<file path="config.mk">
export PLATFORM = sky130hd
export DESIGN_NAME = mmio_timer
export DESIGN_NICKNAME = d
export VERILOG_FILES = /design/src/rtl/mmio_timer.sv
export SDC_FILE = /design/constraint.sdc
export NUM_CORES = 1
export LEC_CHECK = 0
export ABC_CLOCK_PERIOD_IN_PS = 2300
export BUFFER_PORTS_ARGS = -buffer_cell sky130_fd_sc_hd__clkbuf_2
export CORE_MARGIN = 2
export CORE_UTILIZATION = 52
export DETAILED_ROUTE_END_ITERATION = 16
export HOLD_SLACK_MARGIN = 0.05
export PLACE_DENSITY_LB_ADDON = 0.1
export SETUP_SLACK_MARGIN = 0.15
export SLEW_MARGIN = 20
export SYNTH_ARGS = -nofsm -noshare
export SYNTH_HDL_FRONTEND = slang
export SYNTH_SLANG_ARGS = --single-unit
</file>
<file path="constraint.sdc">
create_clock -name CLK -period 2.3 [get_ports CLK]
set_input_delay 0.23 -clock CLK [delete_from_list [all_inputs] [get_ports CLK]]
set_output_delay 0.23 -clock CLK [all_outputs]
set_load 0.05 [all_outputs]
</file>
<file path="src/rtl/mmio_timer.sv">
// Memory-mapped 32-bit timer: prescaled up-counter with compare match, optional
// auto-reload, write-1-to-clear status and a level interrupt.
module mmio_timer #(
  parameter int PRE_W = 16,
  parameter int AW    = 3
) (
  input  logic        CLK,
  input  logic        RESET_N,
  input  logic        SEL,
  input  logic        WE,
  input  logic [3:0]  BE,
  input  logic [29:0] ADDR,
  input  logic [31:0] WD,
  output logic [31:0] RD,
  output logic        IRQ
);

  localparam logic [AW-1:0] OFF_CTRL = AW'(0);
  localparam logic [AW-1:0] OFF_PRE  = AW'(1);
  localparam logic [AW-1:0] OFF_CNT  = AW'(2);
  localparam logic [AW-1:0] OFF_CMP  = AW'(3);
  localparam logic [AW-1:0] OFF_STAT = AW'(4);

  logic [2:0]       ctrl;
  logic [PRE_W-1:0] prescale;
  logic [PRE_W-1:0] pre_cnt;
  logic [31:0]      count;
  logic [31:0]      compare;
  logic             match;

  logic [AW-1:0]    offs;
  logic             wr_en;
  logic             wr_ctrl, wr_pre, wr_cnt, wr_cmp, wr_stat;
  logic             en, auto_reload, irq_en;
  logic             tick, hit, match_clr;
  logic [31:0]      rdata_p0;
  logic             unused_addr;

  function automatic logic [31:0] byte_merge(input logic [31:0] cur,
                                             input logic [31:0] wd,
                                             input logic [3:0]  be);
    logic [31:0] r;
    r = cur;
    for (int i = 0; i < 4; i++) begin
      if (be[i]) r[8*i +: 8] = wd[8*i +: 8];
    end
    return r;
  endfunction

  // An all-zero byte enable is not a write, so it must not disturb pre_cnt either.
  assign offs        = ADDR[AW-1:0];
  assign unused_addr = ^ADDR[29:AW];
  assign wr_en       = SEL && WE && (BE != 4'b0000);
  assign wr_ctrl     = wr_en && (offs == OFF_CTRL);
  assign wr_pre      = wr_en && (offs == OFF_PRE);
  assign wr_cnt      = wr_en && (offs == OFF_CNT);
  assign wr_cmp      = wr_en && (offs == OFF_CMP);
  assign wr_stat     = wr_en && (offs == OFF_STAT);

  assign en          = ctrl[0];
  assign auto_reload = ctrl[1];
  assign irq_en      = ctrl[2];

  assign tick      = en && (pre_cnt == prescale);
  assign hit       = (count == compare);
  assign match_clr = wr_stat && BE[0] && WD[0];

  assign IRQ = match && irq_en;

  always_comb begin
    rdata_p0 = '0;
    case (offs)
      OFF_CTRL: rdata_p0 = {29'd0, ctrl};
      OFF_PRE:  rdata_p0 = 32'(prescale);
      OFF_CNT:  rdata_p0 = count;
      OFF_CMP:  rdata_p0 = compare;
      OFF_STAT: rdata_p0 = {31'd0, match};
      default:  rdata_p0 = '0;
    endcase
  end

  always_ff @(posedge CLK or negedge RESET_N) begin
    if (!RESET_N) begin
      ctrl     <= '0;
      prescale <= '0;
      compare  <= '0;
    end else begin
      if (wr_ctrl) ctrl     <= 3'(byte_merge({29'd0, ctrl}, WD, BE));
      if (wr_pre)  prescale <= PRE_W'(byte_merge(32'(prescale), WD, BE));
      if (wr_cmp)  compare  <= byte_merge(compare, WD, BE);
    end
  end

  always_ff @(posedge CLK or negedge RESET_N) begin
    if (!RESET_N) begin
      pre_cnt <= '0;
    end else if (wr_pre || tick) begin
      pre_cnt <= '0;
    end else if (en) begin
      pre_cnt <= pre_cnt + PRE_W'(1);
    end
  end

  // A CPU write to COUNT beats the tick; the match below still sees the old COUNT.
  always_ff @(posedge CLK or negedge RESET_N) begin
    if (!RESET_N) begin
      count <= '0;
    end else if (wr_cnt) begin
      count <= byte_merge(count, WD, BE);
    end else if (tick) begin
      count <= (hit && auto_reload) ? 32'd0 : count + 32'd1;
    end
  end

  // A new match on the same edge as a clear leaves MATCH set.
  always_ff @(posedge CLK or negedge RESET_N) begin
    if (!RESET_N) begin
      match <= 1'b0;
    end else begin
      match <= (tick && hit) || (match && !match_clr);
    end
  end

  // Read data reflects pre-edge state; deselected cycles return zero.
  always_ff @(posedge CLK or negedge RESET_N) begin
    if (!RESET_N) begin
      RD <= '0;
    end else begin
      RD <= SEL ? rdata_p0 : 32'd0;
    end
  end

endmodule

</file>
==> summary.json, run 1 <==
{
  "outcome": {
    "run_status": "finished clean"
  },
  "pwr": {
    "power.internal_mw": 5.59,
    "power.switching_mw": 2.29,
    "clock_power_share": 0.396,
    "seq_pwr_share": 0.383,
    "p_leak_nw": 3.96,
    "vdd_ir_drop_max_mv": 0.558,
    "p_sw_frac": 0.290,
    "power.density_cell_area_mw_per_mm2": 893,
    "power.total_mw": 7.88,
    "p_comb_frac": 0.220
  },
  "logic_synthesis": {
    "synth-main-ff-cell": "dfrtp_1",
    "count_of_unique_library_cells_instantiated_by_yosys": 52,
    "ys_seq_elements": 132,
    "syn-cell-area_mm2": 0.00689,
    "avgSynthCellArea_um2": 10.3,
    "syn-num-nets": 743,
    "yosysWarningCount": 0,
    "synth-edff-count": 0,
    "ys_seq_area_frac": 0.479,
    "postSynthCellCount": 671,
    "synth-async-reset-ratio": 1.00
  },
  "placed_design": {
    "globalplace.congestion": 0.866,
    "place_ws_ns": -0.262,
    "detailed_place.area_mm2": 0.00770,
    "detailed_place_hpwl_um": 13400,
    "port_buffers": 75
  },
  "timing": {
    "clock_skew_ns": 0.00637,
    "worst-slew-pin-transition_ns": 0.652,
    "slew_viol_final": 0,
    "totalNegativeSetupSlack_ns": 0,
    "fmax_mhz": 474,
    "hold-worst-slack_ns": 0.0635,
    "relSlewSlack": 0.565,
    "finalHoldViolations": 0,
    "final_period_minus_worst_setup_slack_ns": 2.11,
    "setup_viol_count_final": 0,
    "grt_setup_unrepaired": "yes",
    "setup_slack_ns": 0.188,
    "post-route-period-util": 0.918
  },
  "setup_path": {
    "critical_path.endpoint_type": "flip-flop",
    "worst_path_max_delay_cell": "dfrtp_1",
    "worst_path_cell_chain": "buf_4, nand4_1, nor4_2, buf_4, and2_2, nand4_1, nor2b_1, o21ai_1, o311ai_1",
    "r2r-end": "count[27]",
    "critical_path.reg2reg.startpoint": "count[2]",
    "timing.critical_path.slowest_cell_delay_ns": 0.38,
    "critical_path_data_arrival_time_ns": 2.41,
    "path_class": "flip-flop to flip-flop",
    "critical_path.startpoint": "count[2]",
    "required_ns": 2.60,
    "crit_path_max_fanout": 5,
    "crit_end": "count[27]",
    "length_in_cells_of_the_worst_reg_to_reg_path": 9,
    "reg2reg_slack_ns": 0.19,
    "startpoint_type": "flip-flop"
  },
  "finish": {
    "commonest_non_fill_non_tap_cell_in_the_layout": "dfrtp_1",
    "num-nets-final": 862,
    "antenna-diode-count": 0,
    "layout-drive-gt1-share": 0.361,
    "flow.area_growth_from_synthesis_pct": 28.0,
    "layout.cells.most_common_list": "dfrtp_1 (128), clkbuf_2 (74), nor2_1 (70), mux2_2 (63), buf_4 (56)",
    "design_area_mm2": 0.00882
  },
  "detailed_routing": {
    "drc_errors": 0,
    "total_iterations_of_the_first_detailed_routing_run": 5,
    "finalWirelength_um": 19000,
    "detailroute.via_count": 5685,
    "wire_per_inst_um": 19.4,
    "post_drt_via_cell_ratio": 5.81,
    "detailedRoute.firstIterationViolations": 463,
    "detail-route-antenna-nets": 0
  },
  "grt": {
    "first_global_vias": 5727,
    "total_routing_usage_gr": 0.281,
    "grt_antenna_before_repair": 0,
    "global_route_wire_length_before_repair_um": 30300,
    "globalRoute.totalOverflow": 0,
    "grt_start_max_net_pins": 58
  },
  "clock_tree": {
    "clock_sink_count": 132,
    "clkTransAtPathRegs_ns": 0.06,
    "clock_tree.root_cell": "clkbuf_16",
    "h-tree-depth": 4,
    "clk_path_buf_depth": 2,
    "cts_made_buffers": 17,
    "tritoncts": "done",
    "worstSkewPairLatency_ns": 0.43
  },
  "die": {
    "fp.dieW_um": 119,
    "pin_count": 103,
    "fp.dieH_um": 119,
    "floorplan.core_area_mm2": 0.0131,
    "start_util": 0.527,
    "design.die.area_mm2": 0.0142,
    "placementRows": 42
  },
  "hold_path": {
    "hold_startpoint": "WD[25]",
    "timing.hold.worst.class": "primary input to flip-flop"
  },
  "run": {
    "max_cap_violations": 0
  }
}
==> worst min path at each step <==
stage	end	slack [ns]	cells after the start
floorplan	RD[0]	-0.07	0
global placement	RD[25]	0.23	1
detailed placement	RD[25]	0.23	1
CTS	compare[29]	0.06	2
global route	compare[24]	0.05	2
finish	compare[25]	0.06	2
==> metal layers <==
metal  up-vias  GRT usage  part of all wire
li1       2635          -                 -
met1      2824      0.362              0.42
met2       185      0.458              0.50
met3        41     0.0627             0.051
met4         0      0.118             0.029
met5         -          0                 0
==> state kept, by name, indices dropped and copies added, names as in the netlist <==
signal,count
count,32
pre_cnt,16
RD,32
compare,32
ctrl,3
prescale,16
match,1
==> cells in the mapped netlist (5+ instances only) <==
| library cell | instances | area [um2] |
|---|---|---|
| dfrtp_1 | 132 | 3300 |
| nor2_1 | 70 | 263 |
| mux2_2 | 63 | 709 |
| nand2_1 | 54 | 203 |
| xnor2_1 | 52 | 455 |
| clkbuf_1 | 28 | 105 |
| nand3_1 | 28 | 140 |
| o21ai_0 | 25 | 125 |
| nand4_1 | 22 | 138 |
| a21oi_1 | 17 | 85.1 |
| mux2i_1 | 17 | 170 |
| a22oi_1 | 15 | 113 |
| o21ai_1 | 15 | 75.1 |
| and3_1 | 12 | 75.1 |
| nor2b_1 | 12 | 75.1 |
| nor3_1 | 12 | 60.1 |
| o311ai_1 | 11 | 96.3 |
| xor2_1 | 11 | 96.3 |
| inv_1 | 7 | 26.3 |
| nor4_1 | 7 | 43.8 |
| and2_1 | 5 | 31.3 |
| buf_2 | 5 | 25.0 |
==> critical path: cells and delay by family, from the launching register on <==
kind | cells | cell delay [ns]
buffers and inverters | 2 | 0.35
and+or+nand+nor | 5 | 1.04
AOI/OAI and AO/OA | 2 | 0.23
DFF | 1 | 0.38
==> power groups by stage <==
stage / logic [mW] / clock network, mW / registers, mW
global route: 1.88 / 3.27 / 3.07
floorplan: 0.960 / 0 / 3.03
CTS: 1.66 / 3.15 / 2.99
detailed placement: 1.57 / 0 / 3.01
finish: 1.74 / 3.12 / 3.02
global placement: 1.54 / 0 / 2.99
==> kinds of logic after synthesis <==
| logic type | after synthesis | share of synthesized area |
|---|---|---|
| AO/OA/AOI/OAI | 105 | 0.0982 |
| buffers and inverters | 48 | 0.0314 |
| adder cells (fa/ha/maj) | 2 | 0.00363 |
| XOR/XNOR | 63 | 0.0801 |
| flip-flops | 132 | 0.479 |
| AND/OR/NAND/NOR | 239 | 0.173 |
| multiplexers | 82 | 0.134 |
==> repair_timing <==
action                                  4_1_cts  5_1_grt
resized for setup                            27       41
hold endpoints to repair                     59        0
setup buffers                                 5        6
pin swaps                                     3       15
endpoints found under the setup margin       29       30
hold buffers                                  5        0
==> per-stage QoR <==
| stage | utilization | std cells |
|---|---|---|
| after global placement | 0.588 | 931 |
| final | 0.674 | 979 |
| after floorplan | - | 671 |
| after global routing | 0.674 | 979 |
| after detailed placement | 0.588 | 931 |
| after CTS | 0.656 | 973 |
==> layout make-up <==
cell class / instances / area, um2
multi-input cells: 491 / 3660
repair buffers: 140 / 923
inverters: 8 / 30.0
clock buffers: 19 / 453
clock inverters: 13 / 228
flip-flops and latches: 132 / 3310
fillers: 1012 / 4260
well taps: 176 / 220
Power figures use the tool's default switching activity.
==> run 2, diff against run 1 <==
--- a/config.mk
+++ b/config.mk
@@ -7,6 +7,7 @@
 export LEC_CHECK = 0
 export ABC_CLOCK_PERIOD_IN_PS = 2300
 export BUFFER_PORTS_ARGS = -buffer_cell sky130_fd_sc_hd__clkbuf_2
+export CORE_ASPECT_RATIO = 0.8
 export CORE_MARGIN = 2
 export CORE_UTILIZATION = 52
 export DETAILED_ROUTE_END_ITERATION = 16
==> summary.json, run 2 (synthesis results as in run 1) <==
{
  "timing": {
    "clock_skew_ns": 0.00520,
    "setup_viol_count_final": 0,
    "relSlewSlack": 0.564,
    "grt_setup_unrepaired": "yes",
    "post-route-period-util": 0.966,
    "fmax_mhz": 450,
    "worst-slew-pin-transition_ns": 0.650,
    "finalHoldViolations": 0,
    "final_period_minus_worst_setup_slack_ns": 2.22,
    "slew_viol_final": 0
  },
  "finish": {
    "num-nets-final": 877,
    "layout.cells.most_common_list": "dfrtp_1 (129), clkbuf_2 (74), nor2_1 (70), buf_4 (66), mux2_2 (63)",
    "antenna-diode-count": 0,
    "layout-drive-gt1-share": 0.386,
    "final-instance-count-excl-fill": 993,
    "fillcell_total": 943,
    "commonest_non_fill_non_tap_cell_in_the_layout": "dfrtp_1",
    "top_regs": "RD x32, compare x32, count x32",
    "flow.area_growth_from_synthesis_pct": 31.1,
    "design_area_mm2": 0.00903
  },
  "pwr": {
    "power.switching_mw": 2.33,
    "clock_power_share": 0.370,
    "power.total_mw": 7.76,
    "seq_pwr_share": 0.387,
    "power.density_cell_area_mw_per_mm2": 859,
    "vdd_ir_drop_max_mv": 0.558,
    "power.internal_mw": 5.43,
    "p_comb_frac": 0.243,
    "p_sw_frac": 0.300,
    "p_leak_nw": 4.10
  },
  "grt": {
    "grt_start_max_net_pins": 58,
    "global_route_wire_length_before_repair_um": 30800,
    "first_global_vias": 5709,
    "globalRoute.totalOverflow": 0,
    "grt_antenna_before_repair": 0,
    "total_routing_usage_gr": 0.288
  },
  "detailed_routing": {
    "detailroute.via_count": 5905,
    "post_drt_via_cell_ratio": 5.95,
    "detail-route-antenna-nets": 0,
    "finalWirelength_um": 19900,
    "total_iterations_of_the_first_detailed_routing_run": 5,
    "wire_per_inst_um": 20.0,
    "detailedRoute.firstIterationViolations": 522,
    "drc_errors": 0
  },
  "die": {
    "fp.dieH_um": 107,
    "start_util": 0.533,
    "design.die.area_mm2": 0.0142,
    "pin_count": 103,
    "floorplan.core_area_mm2": 0.0129,
    "fp.dieW_um": 133,
    "placementRows": 37
  },
  "run": {
    "max_cap_violations": 0
  },
  "placed_design": {
    "port_buffers": 75,
    "detailed_place_hpwl_um": 13900,
    "globalplace.congestion": 0.935,
    "detailed_place.area_mm2": 0.00784,
    "place_inst": 946
  },
  "setup_path": {
    "critical_path.endpoint_type": "flip-flop",
    "critical_path_data_arrival_time_ns": 2.51,
    "crit_path_max_fanout": 8,
    "reg2reg_slack_ns": 0.08,
    "required_ns": 2.59,
    "startpoint_type": "flip-flop",
    "path_class": "flip-flop to flip-flop"
  },
  "clock_tree": {
    "worstSkewPairLatency_ns": 0.42,
    "clk_path_buf_depth": 2,
    "tritoncts": "done",
    "cts_made_buffers": 17,
    "clock_sink_count": 132,
    "h-tree-depth": 4,
    "clock_tree.root_cell": "clkbuf_16",
    "clkTransAtPathRegs_ns": 0.06
  },
  "hold_path": {
    "timing.hold.worst.class": "primary input to flip-flop"
  },
  "outcome": {
    "run_status": "finished clean"
  }
}
run 2: changes by cell type in the layout (fill, tap and decap cells not counted), moves of 4 or more:
cell / change
o21ai_0: -11
buf_4: +10
o21ai_1: +7
a21oi_1: -5
a21oi_2: +4
clkinv_2: +4
o21ai_2: +4
run 2: worst paths after layout:
check	start	endpoint	cells past startpoint
worst max-delay path	compare[16]	count[23]	10
worst min-delay path	WD[25]	compare[25]	2
worst max register to register	compare[16]	count[23]	10
worst min register to register	compare[9]	compare[9]	1
max in group asynchronous	RESET_N	pre_cnt[2]	3
min in group asynchronous	RESET_N	RD[23]	2
run 2: area by class of cell:
| cell class | count | area (um2) | area share |
|---|---|---|---|
| inverter | 8 | 30.0 | 0.00332 |
| sequential | 132 | 3310 | 0.366 |
| timing repair buffer | 155 | 1080 | 0.119 |
| multi-input combinational | 491 | 3770 | 0.418 |
| tap | 175 | 219 | 0.0242 |
| clock buffer | 21 | 470 | 0.0521 |
| clock inverter | 11 | 155 | 0.0172 |
run 2: worst max-delay path, stage by stage (launching register included):
cell,delay (ns)
dfrtp_2,0.43
xnor2_2,0.24
nand4_1,0.17
nor4_1,0.31
buf_4,0.19
a31o_4,0.19
buf_12,0.14
buf_12,0.12
a31oi_1,0.05
o21ai_2,0.13
o311ai_2,0.11
run 2: stage by stage:
step | setup TNS, ns | util | worst slack, ns | hold slack (ns)
after floorplan | 0 | - | 0.166 | -0.0656
after global placement | 0 | 0.607 | 0.0114 | 0.220
after detailed placement | -1.01 | 0.607 | -0.152 | 0.229
after CTS | 0 | 0.671 | 0.0862 | 0.0523
after global routing | -0.0111 | 0.699 | -0.0111 | 0.0603
final | 0 | 0.699 | 0.0786 | 0.0600
run 2: repair_timing:
action | 4_1_cts | 5_1_grt
hold endpoints to repair | 58 | 0
pin swaps | 9 | 24
hold buffers | 5 | 0
buffers inserted | 4 | 5
resized for setup | 34 | 65
gates cloned | 0 | 1
setup endpoints to repair | 30 | 31
run 2: metal layers:
| metal | GRT usage | part of all wire | up-vias |
|---|---|---|---|
| li1 | - | - | 2679 |
| met2 | 0.423 | 0.46 | 246 |
| met5 | 0 | 0 | - |
| met1 | 0.424 | 0.45 | 2951 |
| met4 | 0.0745 | 0.013 | 0 |
| met3 | 0.0766 | 0.082 | 29 |
run 2: power groups by stage:
stage	combinational, mW	clock [mW]	sequential (mW)
floorplan	0.960	0	3.03
global placement	1.64	0	2.97
detailed placement	1.66	0	2.99
CTS	1.73	2.90	2.97
global route	2.01	3.03	3.04
finish	1.88	2.87	3.00
==> run 3, diff against run 2 <==
--- a/config.mk
+++ b/config.mk
@@ -12,7 +12,7 @@
 export CORE_UTILIZATION = 52
 export DETAILED_ROUTE_END_ITERATION = 16
 export HOLD_SLACK_MARGIN = 0.05
-export PLACE_DENSITY_LB_ADDON = 0.1
+export PLACE_DENSITY = 0.76
 export SETUP_SLACK_MARGIN = 0.15
 export SLEW_MARGIN = 20
 export SYNTH_ARGS = -nofsm -noshare
==> summary.json, run 3 (synthesis results as in run 1) <==
{
  "placed_design": {
    "detailed_place_hpwl_um": 13700,
    "port_buffers": 75,
    "globalplace.congestion": 0.934,
    "detailed_place.area_mm2": 0.00778,
    "place_ws_ns": -0.0367
  },
  "setup_path": {
    "path_class": "flip-flop to flip-flop",
    "critical_path_data_arrival_time_ns": 2.52,
    "path_depth": 9,
    "length_in_cells_of_the_worst_reg_to_reg_path": 9,
    "critical_path.endpoint_type": "flip-flop",
    "r2r-end": "count[27]",
    "kind_of_cell_adding_the_most_delay_to_the_critical_path": "simple AND/OR/NAND/NOR gates",
    "critical_path.reg2reg.startpoint": "count[30]",
    "worst_path_buffer_plus_inverter_count": 2,
    "startpoint_type": "flip-flop",
    "worst_path_cell_chain": "xnor2_2, nand4_1, nor4_2, buf_4, a31o_4, buf_6, nor2b_1, o21ai_1, o311ai_2",
    "timing.critical_path.slowest_cell_delay_ns": 0.41,
    "reg2reg_slack_ns": 0.06,
    "crit_path_max_fanout": 9,
    "worst_path_max_delay_cell": "dfrtp_1",
    "required_ns": 2.58
  },
  "timing": {
    "post-route-period-util": 0.974,
    "worst-slew-pin-transition_ns": 0.786,
    "setup_viol_count_final": 0,
    "slew_viol_final": 0,
    "fmax_mhz": 446,
    "final_period_minus_worst_setup_slack_ns": 2.24,
    "totalNegativeSetupSlack_ns": 0,
    "finalHoldViolations": 0,
    "relSlewSlack": 0.476,
    "setup_slack_ns": 0.0589,
    "clock_skew_ns": 0.00918,
    "grt_setup_unrepaired": "yes"
  },
  "detailed_routing": {
    "wl_met2_um": 9370,
    "total_iterations_of_the_first_detailed_routing_run": 5,
    "drc_errors": 0,
    "detailroute.via_count": 5957,
    "met3WireLength_um": 1600,
    "finalWirelength_um": 19800,
    "top_signal_layer_used": "met4",
    "detail-route-antenna-nets": 0,
    "post_drt_via_cell_ratio": 6.03,
    "detailedRoute.firstIterationViolations": 562,
    "m1WireLength_um": 8350,
    "wire_per_inst_um": 20.0
  },
  "pwr": {
    "power.density_cell_area_mw_per_mm2": 868,
    "p_leak_nw": 4.04,
    "power.total_mw": 7.68,
    "vdd_ir_drop_max_mv": 0.578
  },
  "grt": {
    "globalRoute.totalOverflow": 0,
    "grt_antenna_before_repair": 0,
    "grt_start_max_net_pins": 62,
    "total_routing_usage_gr": 0.287,
    "first_global_vias": 5892,
    "global_route_wire_length_before_repair_um": 31200
  },
  "clock_tree": {
    "clock_tree.root_cell": "clkbuf_16",
    "tritoncts": "done",
    "clk_path_buf_depth": 2,
    "h-tree-depth": 4,
    "clkTransAtPathRegs_ns": 0.06,
    "worstSkewPairLatency_ns": 0.42,
    "cts_made_buffers": 17,
    "clock_sink_count": 132
  },
  "die": {
    "start_util": 0.533,
    "design.die.area_mm2": 0.0142,
    "pin_count": 103,
    "floorplan.core_area_mm2": 0.0129,
    "placementRows": 37,
    "fp.dieH_um": 107,
    "fp.dieW_um": 133
  },
  "finish": {
    "flow.area_growth_from_synthesis_pct": 28.4,
    "fillcell_total": 909,
    "top_regs": "RD x32, compare x32, count x32",
    "commonest_non_fill_non_tap_cell_in_the_layout": "dfrtp_1",
    "num-nets-final": 873,
    "antenna-diode-count": 0,
    "design_area_mm2": 0.00885,
    "layout-drive-gt1-share": 0.363,
    "layout.cells.most_common_list": "dfrtp_1 (130), clkbuf_2 (74), nor2_1 (69), buf_4 (68), mux2_2 (63)"
  },
  "hold_path": {
    "hold_startpoint": "WD[19]",
    "holdPathEnd": "count[19]",
    "worst_hold_path.num_cells": 3,
    "timing.hold.worst.class": "primary input to flip-flop"
  },
  "run": {
    "max_cap_violations": 0
  },
  "outcome": {
    "run_status": "finished clean"
  }
}
-- run 3: changes by cell type in the layout (fill, tap and decap cells not counted), moves of 3 or more --
cell,previous run,this run
a21oi_1,12,17
nor3_1,7,10
dlygate4sd3_1,5,2
nor2b_1,9,12
a21oi_2,4,0
o21ai_2,6,0
o21ai_0,8,19
o21ai_1,26,21
-- run 3: per-stage QoR --
step	cells	hold WS, ns	util
finish	988	0.0645	0.685
global route	988	0.0610	0.685
CTS	980	0.0510	0.668
floorplan	671	-0.0656	-
global placement	941	0.347	0.602
detailed placement	941	0.357	0.602
-- run 3: how the worst max path moves through the flow --
stage           endpoint  slack, ns   startpoint
5_1_grt        count[22]      -0.02  compare[13]
2_1_floorplan  count[13]       0.17    count[24]
3_5_place_dp    count[3]      -0.04  compare[25]
3_3_place_gp    count[3]      -0.09  compare[25]
4_1_cts        count[27]        0.1     count[4]
6_report       count[27]       0.06    count[30]
-- run 3: repair_timing --
action                                  in CTS  in global routing
gates resized for setup                     32                 37
hold buffers                                 2                  0
endpoints found under the setup margin      30                 31
buffers inserted                             6                  7
pin swaps                                    4                 13
gates cloned                                 0                  1
hold endpoints to repair                    59                  0
-- run 3: worst register-to-register path: stages, from the launching register on --
cell and delay, ns:
dfrtp_1 0.41, xnor2_2 0.20, nand4_1 0.19, nor4_2 0.38
buf_4 0.18, a31o_4 0.21, buf_6 0.15, nor2b_1 0.06
o21ai_1 0.19, o311ai_2 0.14
-- run 3: layer usage --
layer,global-route usage,vias up
li1,-,2664
met1,0.401,2965
met3,0.0709,48
met2,0.440,280
met5,0,-
met4,0.0983,0
-- run 3: area by class of cell --
class / count / area, um2 / share of cell area
clock buffers: 21 / 480 / 0.0543
inverters: 8 / 32.5 / 0.00368
multi-input cells: 491 / 3690 / 0.417
well taps: 175 / 219 / 0.0247
repair buffers: 151 / 997 / 0.113
clock inverters: 10 / 129 / 0.0146
flip-flops and latches: 132 / 3310 / 0.374
-- run 3: where the power goes --
part | switching [mW] | leakage, nW | internal [mW] | total [mW]
sequential | 0.364 | 1.72 | 2.66 | 3.02
combinational | 0.974 | 2.01 | 0.920 | 1.89
clock | 0.965 | 0.308 | 1.80 | 2.77
total | 2.30 | 4.04 | 5.38 | 7.68
